### src/rtl/fp_multiplier_if.sv
// Request/result bus of the iterative single-precision multiplier.
// The datapath side uses the slave modport; the sequencer side uses master.
interface fp_multiplier_if;
    logic        start;
    logic [31:0] A;
    logic [31:0] B;
    logic        busy;
    logic        done;
    logic [31:0] Out;

    modport master (output start, A, B, input busy, done, Out);
    modport slave  (input start, A, B, output busy, done, Out);
endinterface

### src/rtl/fp_multiplier.sv
// Iterative IEEE-754 single multiplier: 24 shift-add cycles, then normalize/round with a done pulse.
// Optional macro FP_MUL_RNE_EN selects round-to-nearest-even; truncation otherwise.
module fp_multiplier #(
    parameter int unsigned EXP_W = 8,
    parameter int unsigned MAN_W = 23
) (
    input logic            clk,
    input logic            reset_n,
    fp_multiplier_if.slave bus
);
    localparam int unsigned FP_W   = 1 + EXP_W + MAN_W;
    localparam int unsigned SIG_W  = MAN_W + 1;
    localparam int unsigned PROD_W = 2 * SIG_W;
    localparam int unsigned XE_W   = EXP_W + 2;
    localparam int unsigned CNT_W  = $clog2(SIG_W);

    localparam logic [CNT_W-1:0]       LAST_ITER = CNT_W'(SIG_W - 1);
    localparam logic signed [XE_W-1:0] BIAS      = XE_W'((1 << (EXP_W - 1)) - 1);
    localparam logic signed [XE_W-1:0] EXP_MAX   = XE_W'((1 << EXP_W) - 1);
    localparam logic signed [XE_W-1:0] ONE_S     = XE_W'(1);
    localparam logic signed [XE_W-1:0] ZERO_S    = XE_W'(0);
    localparam logic [FP_W-1:0]        QNAN      = {1'b0, {EXP_W{1'b1}}, 1'b1, {(MAN_W-1){1'b0}}};

    typedef enum logic [1:0] {
        S_IDLE = 2'd0,
        S_MUL  = 2'd1,
        S_NORM = 2'd2
    } state_e;

    state_e            state_q, state_d;
    logic [FP_W-1:0]   a_q, a_d;
    logic [FP_W-1:0]   b_q, b_d;
    // Upper half accumulates partial sums; lower half starts as the multiplier and shifts out.
    logic [PROD_W-1:0] p_q, p_d;
    logic [CNT_W-1:0]  cnt_q, cnt_d;
    logic              busy_q, busy_d;
    logic              done_q, done_d;
    logic [FP_W-1:0]   out_q, out_d;

    logic [SIG_W:0]    step_sum_c;
    logic [EXP_W-1:0]  a_exp_c, b_exp_c;
    logic [MAN_W-1:0]  a_man_c, b_man_c;
    logic              sign_c;
    logic              a_nan_c, b_nan_c, a_inf_c, b_inf_c, a_zero_c, b_zero_c;
    logic signed [XE_W-1:0] exp_sum_c, exp_norm_c, exp_rnd_c;
    logic [MAN_W-1:0]  man_c;
    logic [MAN_W:0]    man_rnd_c;
    logic              round_up_c;
    logic [FP_W-1:0]   result_c;
`ifdef FP_MUL_RNE_EN
    logic              guard_c, rnd_c, sticky_c;
`endif

    // Operand fields and classification; denormals fall into the zero class.
    assign a_exp_c  = a_q[FP_W-2:MAN_W];
    assign b_exp_c  = b_q[FP_W-2:MAN_W];
    assign a_man_c  = a_q[MAN_W-1:0];
    assign b_man_c  = b_q[MAN_W-1:0];
    assign sign_c   = a_q[FP_W-1] ^ b_q[FP_W-1];
    assign a_nan_c  = (&a_exp_c) & (|a_man_c);
    assign b_nan_c  = (&b_exp_c) & (|b_man_c);
    assign a_inf_c  = (&a_exp_c) & ~(|a_man_c);
    assign b_inf_c  = (&b_exp_c) & ~(|b_man_c);
    assign a_zero_c = ~(|a_exp_c);
    assign b_zero_c = ~(|b_exp_c);

    assign exp_sum_c = $signed({{(XE_W-EXP_W){1'b0}}, a_exp_c})
                     + $signed({{(XE_W-EXP_W){1'b0}}, b_exp_c}) - BIAS;

    // One shift-add step: add the multiplicand when the multiplier LSB is set.
    assign step_sum_c = {1'b0, p_q[PROD_W-1:SIG_W]}
                      + (p_q[0] ? {2'b01, a_man_c} : {(SIG_W+1){1'b0}});

    // Normalize, round and resolve special operands into the final result.
    always_comb begin
        man_c      = p_q[PROD_W-3 -: MAN_W];
        exp_norm_c = exp_sum_c;
        round_up_c = 1'b0;
`ifdef FP_MUL_RNE_EN
        guard_c    = p_q[PROD_W-3-MAN_W];
        rnd_c      = p_q[PROD_W-4-MAN_W];
        sticky_c   = |p_q[PROD_W-5-MAN_W:0];
`endif
        if (p_q[PROD_W-1]) begin
            man_c      = p_q[PROD_W-2 -: MAN_W];
            exp_norm_c = exp_sum_c + ONE_S;
`ifdef FP_MUL_RNE_EN
            guard_c    = p_q[PROD_W-2-MAN_W];
            rnd_c      = p_q[PROD_W-3-MAN_W];
            sticky_c   = |p_q[PROD_W-4-MAN_W:0];
`endif
        end
`ifdef FP_MUL_RNE_EN
        round_up_c = guard_c & (rnd_c | sticky_c | man_c[0]);
`endif
        man_rnd_c = {1'b0, man_c} + {{MAN_W{1'b0}}, round_up_c};
        exp_rnd_c = man_rnd_c[MAN_W] ? (exp_norm_c + ONE_S) : exp_norm_c;

        if (a_nan_c || b_nan_c || (a_inf_c && b_zero_c) || (b_inf_c && a_zero_c)) begin
            result_c = QNAN;
        end else if (a_inf_c || b_inf_c) begin
            result_c = {sign_c, {EXP_W{1'b1}}, {MAN_W{1'b0}}};
        end else if (a_zero_c || b_zero_c) begin
            result_c = {sign_c, {(FP_W-1){1'b0}}};
        end else if (exp_rnd_c >= EXP_MAX) begin
            result_c = {sign_c, {EXP_W{1'b1}}, {MAN_W{1'b0}}};
        end else if (exp_rnd_c <= ZERO_S) begin
            result_c = {sign_c, {(FP_W-1){1'b0}}};
        end else begin
            result_c = {sign_c, exp_rnd_c[EXP_W-1:0], man_rnd_c[MAN_W-1:0]};
        end
    end

    // Sequencing; NORM also spans the done cycle so a start there is ignored.
    always_comb begin
        state_d = state_q;
        a_d     = a_q;
        b_d     = b_q;
        p_d     = p_q;
        cnt_d   = cnt_q;
        out_d   = out_q;
        done_d  = 1'b0;
        case (state_q)
            S_IDLE: begin
                if (bus.start) begin
                    a_d     = bus.A;
                    b_d     = bus.B;
                    p_d     = {{SIG_W{1'b0}}, 1'b1, bus.B[MAN_W-1:0]};
                    cnt_d   = '0;
                    state_d = S_MUL;
                end
            end
            S_MUL: begin
                p_d   = {step_sum_c, p_q[SIG_W-1:1]};
                cnt_d = cnt_q + CNT_W'(1);
                if (cnt_q == LAST_ITER) begin
                    state_d = S_NORM;
                end
            end
            S_NORM: begin
                if (done_q) begin
                    state_d = S_IDLE;
                end else begin
                    out_d  = result_c;
                    done_d = 1'b1;
                end
            end
            default: state_d = S_IDLE;
        endcase
        busy_d = (state_d != S_IDLE);
    end

    always_ff @(posedge clk) begin
        if (!reset_n) begin
            state_q <= S_IDLE;
            a_q     <= '0;
            b_q     <= '0;
            p_q     <= '0;
            cnt_q   <= '0;
            busy_q  <= 1'b0;
            done_q  <= 1'b0;
            out_q   <= '0;
        end else begin
            state_q <= state_d;
            a_q     <= a_d;
            b_q     <= b_d;
            p_q     <= p_d;
            cnt_q   <= cnt_d;
            busy_q  <= busy_d;
            done_q  <= done_d;
            out_q   <= out_d;
        end
    end

    assign bus.busy = busy_q;
    assign bus.done = done_q;
    assign bus.Out  = out_q;
endmodule

### src/flat_wrapper.sv
// flat-port wrapper written by rule: the top's interface ports become plain ports
module fp_multiplier_flat 
#(
    parameter int unsigned EXP_W = 8,
    parameter int unsigned MAN_W = 23
)
  (clk, reset_n, bus_start, bus_A, bus_B, bus_busy, bus_done, bus_Out);
  fp_multiplier_if bus_i ();
  input logic clk;
  input logic reset_n;
  input wire logic [$bits(bus_i.start)-1:0] bus_start;
  input wire logic [$bits(bus_i.A)-1:0] bus_A;
  input wire logic [$bits(bus_i.B)-1:0] bus_B;
  output wire logic [$bits(bus_i.busy)-1:0] bus_busy;
  output wire logic [$bits(bus_i.done)-1:0] bus_done;
  output wire logic [$bits(bus_i.Out)-1:0] bus_Out;
  assign bus_i.start = bus_start;
  assign bus_i.A = bus_A;
  assign bus_i.B = bus_B;
  assign bus_busy = bus_i.busy;
  assign bus_done = bus_i.done;
  assign bus_Out = bus_i.Out;
  fp_multiplier #(.EXP_W(EXP_W), .MAN_W(MAN_W)) u_core (.clk(clk), .reset_n(reset_n), .bus(bus_i));
endmodule
### config.mk
export PLATFORM = sky130hd
export DESIGN_NAME = fp_multiplier_flat
export DESIGN_NICKNAME = d
export VERILOG_FILES = /design/src/rtl/fp_multiplier_if.sv /design/src/rtl/fp_multiplier.sv /design/src/flat_wrapper.sv
export SDC_FILE = /design/constraint.sdc
export NUM_CORES = 1
export LEC_CHECK = 0
export BUFFER_PORTS_ARGS = -buffer_cell sky130_fd_sc_hd__buf_2
export CORE_ASPECT_RATIO = 0.9
export CORE_MARGIN = 2
export CORE_UTILIZATION = 58
export DETAILED_ROUTE_END_ITERATION = 10
export PLACE_DENSITY = 0.79
export SLEW_MARGIN = 20
export SYNTH_ARGS = -nofsm -noshare
export SYNTH_HDL_FRONTEND = slang
export SYNTH_SLANG_ARGS = --single-unit
export TNS_END_PERCENT = 5
### constraint.sdc
create_clock -name clk -period 5.41 [get_ports clk]
set_input_delay 0.2705 -clock clk [delete_from_list [all_inputs] [get_ports clk]]
set_output_delay 0.2705 -clock clk [all_outputs]
set_load 0.05 [all_outputs]
==> results of run 1 <==
## layout by cell type (no fill, tap or decap), drive strengths merged, types with 22 or more instances in the layout
cell type	netlist	routed
buf	11	113
nor2	60	60
ha	36	36
o41ai	23	23
nand3	35	35
a21boi	64	64
mux2	22	22
o221a	24	24
o21ai	31	31
nor2b	40	40
nand2	188	188
and2	30	30
a21oi	53	53
dfxtp	153	153
## per-layer routing
layer	part of all wire (%)	up-vias	track usage (%)
li1	-	3774	-
met2	44	217	40.48
met3	5.5	29	4.267
met5	0	-	0
met1	48	3546	37.45
met4	1.5	0	7.930
## metrics by stage
stage	power, mW	util (%)	worst slack [ns]
6_report	2.710	67.12	1.540
2_1_floorplan	1.466	-	2.164
3_3_place_gp	1.550	63.09	1.433
3_5_place_dp	1.557	63.19	1.603
4_1_cts	2.724	67.12	1.570
5_1_grt	2.816	67.12	1.262
## flip-flops by register name, indices dropped and copies added, names as in the netlist
| register | flops |
|---|---|
| u_core.a_q | 32 |
| u_core.b_q | 32 |
| u_core.bus.Out | 32 |
| u_core.bus.busy | 1 |
| u_core.bus.done | 1 |
| u_core.cnt_q | 5 |
| u_core.p_q | 48 |
| u_core.state_q | 2 |
## final cells by class
type / instances / area [um^2] / share of cell area (%)
multi-input cells: 789 / 5260 / 53.64
flip-flops and latches: 153 / 3063 / 31.24
repair buffers: 113 / 608.1 / 6.201
clock buffers: 19 / 432.9 / 4.415
well taps: 198 / 247.7 / 2.526
clock inverters: 13 / 141.4 / 1.442
inverters: 14 / 52.55 / 0.5359
## where the power goes
part	internal [mW]	leakage, nW	switching (mW)
registers	1.17	1.25	0.0410
logic	0.131	2.62	0.192
clock network	0.682	0.275	0.491
total	1.99	4.14	0.723
## Yosys cell counts (all sizes together) (5+ instances only)
| cell | count |
|---|---|
| a21oi | 53 |
| or2 | 6 |
| mux2 | 22 |
| clkbuf | 54 |
| nand4 | 10 |
| o41ai | 23 |
| xnor2 | 17 |
| o221a | 24 |
| nand2b | 5 |
| a31oi | 6 |
| and2 | 30 |
| inv | 14 |
| nor3 | 15 |
| o31ai | 5 |
| nor4 | 15 |
| dfxtp | 153 |
| nand3 | 35 |
| ha | 36 |
| a211o | 6 |
| nand2 | 188 |
| a21o | 7 |
| o21ai | 31 |
| nor2 | 60 |
| a21boi | 64 |
| xor2 | 16 |
| nor2b | 40 |
| buf | 11 |
| a22oi | 12 |
| o21bai | 6 |
| and3 | 8 |
## kinds of logic after synthesis
group                      count (synthesis)  synth area share, %
adders and majority gates                 38                5.683
AOI/OAI and AO/OA                        268                24.66
DFF                                      153                35.49
and+or+nand+nor                          423                23.18
xor gates and xnor gates                  34                3.914
buffers and inverters                     79                3.740
muxes                                     26                3.334
## how the worst max path moves through the flow
stage / slack (ns) / from / end
final: 1.54 / u_core.a_q[23]$_SDFFE_PN0P_ / u_core.bus.Out[9]$_SDFFE_PN0P_
after global routing: 1.26 / u_core.a_q[23]$_SDFFE_PN0P_ / u_core.bus.Out[14]$_SDFFE_PN0P_
after CTS: 1.57 / u_core.a_q[23]$_SDFFE_PN0P_ / u_core.bus.Out[9]$_SDFFE_PN0P_
after detailed placement: 1.60 / u_core.a_q[23]$_SDFFE_PN0P_ / u_core.bus.Out[20]$_SDFFE_PN0P_
after global placement: 1.43 / u_core.a_q[23]$_SDFFE_PN0P_ / u_core.bus.Out[22]$_SDFFE_PN0P_
after floorplan: 2.16 / u_core.b_q[23]$_SDFFE_PN0P_ / u_core.bus.Out[10]$_SDFFE_PN0P_
## tightest hold or removal path, delay by kind of cell
kind	cells	cell delay [ns]
buf+inv	1	0.09
compound gates	1	0.06
simple gates	1	0.04
==> flow_summary.yaml, run 1 <==
yosys:
  yosys.area.top_type: "dfxtp_1"
  ys_seq_elements: 153
  ys_types: 76
  ys.flop_type: "dfxtp_1"
  syn_avg_cell_area_um2: 8.453
  yosys.area.top_type_share_pct: 35.49
  synth_edf_count: 0
  yosysSeqAreaShare_pct: 35.49
  ys_async_sr_fraction_pct: 0
  yosys_warnings: 0
  netlist_area_um2: 8631
  synthCells: 1021
  syn-num-nets: 1126
  synthTopCellsByArea: "dfxtp_1, nand2_1, a21boi_0"
power_and_ir_drop:
  power.density_nw_per_um2: 276.4
  vdd_drop_max_v: 0.0002296
  p_leak_nw: 4.144
timing:
  rsz0062_at_grt: "no"
  timing.slew.headroom_pct: 45.25
  finalMaxSlewViolations: 0
  min_period_over_period_pct: 71.53
  finClkSkew_ns: 0.007464
  hold_slack_ns: 0.08597
  setup_violations: 0
  hold_viol_final: 0
  fin_crit_ns: 3.870
  tightest_slew_ns: 0.8207
  tns_ns: 0
  max_freq_mhz: 258.4
grt:
  gr-usage-all-layers_pct: 26.11
  grt_start_max_net_pins: 78
  antenna_found_initial: 0
  grt_pass1_vias: 6951
  grt.overflow.total: 0
  grt_pass1_wl_um: 34030
critical_path:
  critPathMaxStageDelay_ns: 0.57
  r2r-end: "u_core.bus.Out[9]$_SDFFE_PN0P_"
  reg2reg_slack_ns: 1.54
  crit_path_frequent_cell: "ha_1"
  cp.depth: 14
  crit_family: "compound AO/OA/AOI/OAI gates"
  crit_slowest_cell: "nor3_4"
  worstSetupEndpointType: "register"
  path_max_fanout: 13
  worstPathRequired_ns: 5.71
  r2r_cells: 14
  startpoint_type: "register"
  crit_arrival_ns: 4.17
  path_cells: "ha_1, inv_1, fa_1, xnor2_1, ha_1, nand2_1, o2111ai_1, a211oi_1, o211ai_2, nor3_1, a31oi_1, nor3_4, buf_8, o41ai_2"
  critical_path_class: "reg2reg"
  worstPathBufferInverterCount: 2
  r2r-start: "u_core.a_q[23]$_SDFFE_PN0P_"
die:
  die-height_um: 119.7
  num_rows: 42
  start_util_pct: 59.08
  die_width_um: 132.6
  die-area_um2: 15870
  io-pin-count: 101
  core_um2: 14610
placement:
  place_area_um2: 9231
  portBuffers: 100
  gp_congestion: 0.8957
  dp_hpwl_um: 14090
  dp.cells: 1267
min_path:
  hold_path_depth: 3
  min_from: "bus_A[28]"
  hold_end: "u_core.a_q[28]$_SDFFE_PN0P_"
  hp-class: "in2reg"
layout:
  fin_area_um2: 9806
  final_cells: 1299
  diodes: 0
  layout.nets: 1193
  fill_cells: 1270
  area_growth_pct: 13.61
  drive_gt1_share_pct: 21.16
clock_network:
  cts_tree: "yes"
  cts.sinks: 153
  cts_root_buffer: "clkbuf_16"
  cts_buffers: 17
  clk_pin_slew_worst_paths_ns: 0.06
  post_cts_resized: 0
  htreeDepth: 4
  post_cts_buffers: 0
  cts_hold_buffers: 0
  worstSkewPairLatency_ns: 0.43
  clock_path_buffers: 2
detailed_routing:
  route.vias.total: 7566
  drt_drc_violations_left: 0
  post_drt_via_cell_ratio: 5.824
  first_pass_iters: 6
  wl_per_cell_um: 15.81
  drtIter0Drc: 643
  ant_nets: 0
  wirelength_um: 20540
run_status:
  status: "completed"
job:
  maxCapViolCount: 0
Power figures use the tool's default switching activity.
==> run 2: changes to the inputs <==
--- a/config.mk
+++ b/config.mk
@@ -5,6 +5,7 @@
 export SDC_FILE = /design/constraint.sdc
 export NUM_CORES = 1
 export LEC_CHECK = 0
+export ABC_AREA = 1
 export BUFFER_PORTS_ARGS = -buffer_cell sky130_fd_sc_hd__buf_2
 export CORE_ASPECT_RATIO = 0.9
 export CORE_MARGIN = 2
==> constraint.sdc (replaced) <==
create_clock -name clk -period 3.75 [get_ports clk]
set_input_delay 0.1875 -clock clk [delete_from_list [all_inputs] [get_ports clk]]
set_output_delay 0.1875 -clock clk [all_outputs]
set_load 0.05 [all_outputs]
==> run 2 against run 1 <==
Synthesized cell count grew 21%. Largest cell class unchanged. Critical endpoint is now u_core.bus.Out[1]$_SDFFE_PN0P_. Setup slack got worse by 1.2 ns. Power increased by 57%.
==> flow_summary.yaml, run 2 <==
run_status:
  status: "completed"
grt:
  grt.overflow.total: 0
  grt_pass1_wl_um: 36110
  antenna_found_initial: 0
  grt_pass1_vias: 7675
  gr-usage-all-layers_pct: 28.04
  grt_start_max_net_pins: 100
die:
  num_rows: 42
  die-area_um2: 15710
  die_width_um: 131.9
  start_util_pct: 58.67
  core_um2: 14560
  io-pin-count: 101
  die-height_um: 119.1
layout:
  diodes: 0
  final_common_cell: "nand2_1"
  multi_input_area_um2: 4616
  area_growth_pct: 14.83
  utilization_pct: 67.37
  layout.nets: 1419
  drive_gt1_share_pct: 16.65
  regArea_um2: 3063
  top_register: "u_core.p_q"
  largest_reg_flops: 48
  final_cell_mix: "nand2_1, inv_1, dfxtp_1"
  fill_cells: 1316
detailed_routing:
  wl_per_cell_um: 14.22
  post_drt_via_cell_ratio: 5.473
  ant_nets: 0
  first_pass_iters: 5
  drtIter0Drc: 712
  route.vias.total: 8346
  drt_drc_violations_left: 0
  wirelength_um: 21690
yosys:
  netlist_area_um2: 8541
  yosys.area.top_type_share_pct: 35.86
  ys_seq_elements: 153
  synthTopCellsByArea: "dfxtp_1, nand2_1, o21ai_0"
  syn_avg_cell_area_um2: 6.893
  ys_types: 48
  synth.most_common_cell: "nand2_1"
  ys_top_cells_by_count: "nand2_1, inv_1, dfxtp_1, o21ai_0, a21oi_1"
  ys.flop_type: "dfxtp_1"
  yosys_warnings: 0
  ys_async_sr_fraction_pct: 0
  synth_edf_count: 0
  synthCells: 1239
  syn-num-nets: 1344
  yosysSeqAreaShare_pct: 35.86
  yosys.area.top_type: "dfxtp_1"
min_path:
  hold_end: "u_core.b_q[28]$_SDFFE_PN0P_"
  min_from: "bus_B[28]"
  hold_path_depth: 3
  hp-class: "in2reg"
clock_network:
  htreeDepth: 4
  worstSkewPairLatency_ns: 0.43
  post_cts_buffers: 0
  clk_pin_slew_worst_paths_ns: 0.07
  cts.sinks: 153
  cts_tree: "yes"
  cts_root_buffer: "clkbuf_16"
  clock_path_buffers: 2
  cts_buffers: 17
timing:
  finClkSkew_ns: 0.01029
  finalMaxSlewViolations: 0
  hold_slack_ns: 0.01564
  rsz0062_at_grt: "no"
  tightest_slew_ns: 0.8560
  tns_ns: 0
  max_freq_mhz: 293.2
  hold_viol_final: 0
  min_period_over_period_pct: 90.95
  setup_violations: 0
  timing.slew.headroom_pct: 42.93
  fin_crit_ns: 3.411
  setup_slack_ns: 0.3394
critical_path:
  startpoint_type: "register"
  r2r-start: "u_core.a_q[23]$_SDFFE_PN0P_"
  worstSetupEndpointType: "register"
  worstPathRequired_ns: 4.10
  crit_slowest_cell: "fa_1"
  reg2reg_slack_ns: 0.34
  critical_path_class: "reg2reg"
  r2r-end: "u_core.bus.Out[1]$_SDFFE_PN0P_"
  path_cells: "ha_1, inv_1, fa_1, inv_1, nand2_1, nand2_2, inv_1, ha_1, nand2_1, nand3b_1, nand2_1, nor2_2, nand2_2, nor2_4, nand3_4, o21ai_4, a21boi_4, buf_12, nand3_1, a21oi_1"
  crit_arrival_ns: 3.76
  r2r_cells: 20
  path_max_fanout: 23
  critPathMaxStageDelay_ns: 0.40
placement:
  post-place-ws_ns: 0.3536
  gp_congestion: 0.9453
  dp_hpwl_um: 15470
  portBuffers: 100
job:
  maxCapViolCount: 0
power_and_ir_drop:
  vdd_drop_max_v: 0.0003503
  p_leak_nw: 4.515
  power.density_nw_per_um2: 434.9
  p_total_mw: 4.265
run 2: cell types whose count changed after synthesis, moves of 27 or more:
| cell | previous run | this run |
|---|---|---|
| a21boi_0 | 64 | 2 |
| a21oi_1 | 51 | 113 |
| and2_1 | 28 | 1 |
| inv_1 | 14 | 158 |
| nand2_1 | 187 | 276 |
| nor2b_1 | 40 | 0 |
| o21ai_0 | 31 | 130 |
run 2: cell type report:
type                            instances  share of cell area (%)
Multi-Input combinational cell        859                   47.07
Tap cell                              198                   2.526
Sequential cell                       153                   31.23
Timing Repair Buffer                  113                   6.379
Clock buffer                           20                   4.759
Inverter                              170                   6.507
Clock inverter                         12                   1.531
run 2: timing repair:
action                                 in CTS  in global routing
gates resized for setup                     0                  0
endpoints found under the hold margin       1                  0
hold buffers                                1                  0
run 2: kinds of logic after synthesis:
| kind of cell | synth area share, % |
|---|---|
| buf+inv | 10.27 |
| xor+xnor | 0.2051 |
| fa+ha+maj | 5.743 |
| simple gates | 26.91 |
| compound gates | 21.01 |
| flops | 35.86 |
run 2: worst max-delay path by stage:
| stage | startpoint | to | slack, ns |
|---|---|---|---|
| global placement | u_core.a_q[23]$_SDFFE_PN0P_ | u_core.bus.Out[2]$_SDFFE_PN0P_ | 0.49 |
| global route | u_core.a_q[23]$_SDFFE_PN0P_ | u_core.bus.Out[24]$_SDFFE_PN0P_ | 0.06 |
| detailed placement | u_core.a_q[23]$_SDFFE_PN0P_ | u_core.bus.Out[0]$_SDFFE_PN0P_ | 0.35 |
| CTS | u_core.a_q[23]$_SDFFE_PN0P_ | u_core.bus.Out[1]$_SDFFE_PN0P_ | 0.33 |
| finish | u_core.a_q[23]$_SDFFE_PN0P_ | u_core.bus.Out[1]$_SDFFE_PN0P_ | 0.34 |
| floorplan | u_core.a_q[23]$_SDFFE_PN0P_ | u_core.bus.Out[11]$_SDFFE_PN0P_ | 0.70 |
run 2: through the flow:
| step | area [um^2] | std cells |
|---|---|---|
| floorplan | 8541 | 1239 |
| global placement | 9180 | 1492 |
| detailed placement | 9180 | 1492 |
| CTS | 9807 | 1525 |
| global route | 9807 | 1525 |
| finish | 9807 | 1525 |
run 2: layer usage:
layer | GRT usage, % | up-vias | part of all wire (%)
met2 | 45.80 | 257 | 45
met1 | 38.36 | 3809 | 47
met4 | 7.473 | 0 | 1.3
met3 | 4.981 | 31 | 6.2
li1 | - | 4249 | -
met5 | 0 | - | 0
run 2: critical path, delay by kind of cell, from the launching register on:
family	cells	cell delay, ns
simple gates	10	1.06
buf+inv	4	0.45
flops	1	0.37
compound gates	3	0.65
fa+ha+maj	3	0.78
run 2: power breakdown:
group | switching [mW] | internal, mW | leakage [nW]
Combinational | 0.476 | 0.233 | 2.97
Sequential | 0.0564 | 1.71 | 1.25
Clock | 0.739 | 1.05 | 0.298
==> run 3: changes to the inputs <==
--- a/config.mk
+++ b/config.mk
@@ -6,12 +6,12 @@
 export NUM_CORES = 1
 export LEC_CHECK = 0
 export ABC_AREA = 1
-export BUFFER_PORTS_ARGS = -buffer_cell sky130_fd_sc_hd__buf_2
 export CORE_ASPECT_RATIO = 0.9
 export CORE_MARGIN = 2
 export CORE_UTILIZATION = 58
 export DETAILED_ROUTE_END_ITERATION = 10
-export PLACE_DENSITY = 0.79
+export DONT_BUFFER_PORTS = 1
+export PLACE_DENSITY = 0.74
 export SLEW_MARGIN = 20
 export SYNTH_ARGS = -nofsm -noshare
 export SYNTH_HDL_FRONTEND = slang
==> run 3 against run 2 <==
Final cell count down 3.3%. Fmax rose by 0.41%. Via count shrank 2.5%. Clock skew down 0.0035 ns. Critical path depth is the same.
==> flow_summary.yaml, run 3 (synthesized netlist as in run 2, its figures left out) <==
die:
  die-area_um2: 15710
  core_um2: 14560
  start_util_pct: 58.67
  die-height_um: 119.1
  num_rows: 42
  io-pin-count: 101
  die_width_um: 131.9
clock_network:
  worstSkewPairLatency_ns: 0.43
  htreeDepth: 4
  cts_tree: "yes"
  post_cts_buffers: 0
  cts_buffers: 17
  cts.sinks: 153
  clk_pin_slew_worst_paths_ns: 0.07
  clock_path_buffers: 2
  cts_root_buffer: "clkbuf_16"
power_and_ir_drop:
  power.density_nw_per_um2: 436.0
  p_leak_nw: 4.276
  p_total_mw: 4.286
  vdd_drop_max_v: 0.0003524
grt:
  grt_pass1_wl_um: 36940
  gr-usage-all-layers_pct: 28.69
  antenna_found_initial: 0
  grt_start_max_net_pins: 72
  grt.overflow.total: 0
  grt_pass1_vias: 7680
timing:
  rsz0062_at_grt: "no"
  finalMaxSlewViolations: 0
  setup_violations: 0
  hold_viol_final: 0
  finClkSkew_ns: 0.006745
  min_period_over_period_pct: 90.58
  hold_slack_ns: 0.01055
  tns_ns: 0
  timing.slew.headroom_pct: 44.26
  max_freq_mhz: 294.4
  tightest_slew_ns: 0.8350
  fin_crit_ns: 3.397
  setup_slack_ns: 0.3533
critical_path:
  path_cells: "ha_1, inv_1, fa_1, inv_1, nand2_1, nand2_2, inv_1, ha_1, nand2_1, nand3b_1, nand2_1, nor2_2, nand2_2, nor2_4, nand3_4, o21ai_4, a21boi_4, buf_12, nand3_2, a21oi_2"
  crit_arrival_ns: 3.75
  worstSetupEndpointType: "register"
  crit_slowest_cell: "fa_1"
  path_max_fanout: 23
  startpoint_type: "register"
  worstPathBufferInverterCount: 4
  critical_path_class: "reg2reg"
  critPathMaxStageDelay_ns: 0.41
  crit_family: "simple AND/OR/NAND/NOR gates"
  worstPathRequired_ns: 4.10
run_status:
  status: "completed"
layout:
  top_register: "u_core.p_q"
  fill_cells: 1236
  area_growth_pct: 15.09
  largest_reg_flops: 48
  final_common_cell: "nand2_1"
  utilization_pct: 67.53
  final_cell_mix: "nand2_1, inv_1, dfxtp_1"
  diodes: 0
  drive_gt1_share_pct: 9.404
  layout.nets: 1370
detailed_routing:
  route.vias.total: 8138
  first_pass_iters: 7
  wirelength_um: 22230
  wl_per_cell_um: 15.08
  ant_nets: 0
  post_drt_via_cell_ratio: 5.521
  drtIter0Drc: 651
  drt_drc_violations_left: 0
placement:
  dp_hpwl_um: 15140
  portBuffers: 0
  post-place-ws_ns: 0.3330
  gp_congestion: 0.9757
min_path:
  hp-class: "in2reg"
job:
  maxCapViolCount: 0
## run 3: what timing repair did
item,4_1_cts,5_1_grt
gates resized for setup,0,2
hold endpoints to repair,100,1
setup endpoints to repair,0,26
hold buffers,53,1
## run 3: power by group
| part | switching [mW] | internal (mW) | total, mW | leakage, nW |
|---|---|---|---|---|
| Clock | 0.722 | 1.07 | 1.79 | 0.290 |
| Combinational | 0.480 | 0.248 | 0.727 | 2.73 |
| Sequential | 0.0610 | 1.71 | 1.77 | 1.25 |
## run 3: final timing paths
path | start | to | slack [ns] | depth (start not counted)
setup / recovery | u_core.a_q[23]$_SDFFE_PN0P_ | u_core.bus.Out[10]$_SDFFE_PN0P_ | 0.35 | 20
hold / removal | bus_A[12] | u_core.a_q[12]$_SDFFE_PN0P_ | 0.01 | 2
setup reg to reg | u_core.a_q[23]$_SDFFE_PN0P_ | u_core.bus.Out[10]$_SDFFE_PN0P_ | 0.35 | 20
hold reg to reg | u_core.b_q[14]$_SDFFE_PN0P_ | u_core.b_q[14]$_SDFFE_PN0P_ | 0.45 | 2
## run 3: final cells by class
cell class                      instances  area [um^2]  area share (%)
Multi-Input combinational cell        859         4621           47.01
Sequential cell                       153         3063           31.16
Timing Repair Buffer                   64        658.1           6.696
Inverter                              170        638.1           6.492
Clock buffer                           18        439.2           4.468
Tap cell                              198        247.7           2.520
Clock inverter                         12        162.7           1.655
## run 3: metal layers
| metal | vias up | routed length, um | global-route usage [%] |
|---|---|---|---|
| li1 | 4145 | - | - |
| met1 | 3707 | 10470 | 40.22 |
| met2 | 255 | 9679 | 43.68 |
| met3 | 31 | 1776 | 7.961 |
| met4 | 0 | 305 | 7.269 |
| met5 | - | 0 | 0 |
## run 3: through the flow
stage                     std cells  instance area [um^2]
final                          1474                  9829
after global routing           1474                  9829
after CTS                      1473                  9814
after detailed placement       1390                  8665
after global placement         1390                  8665
after floorplan                1239                  8541
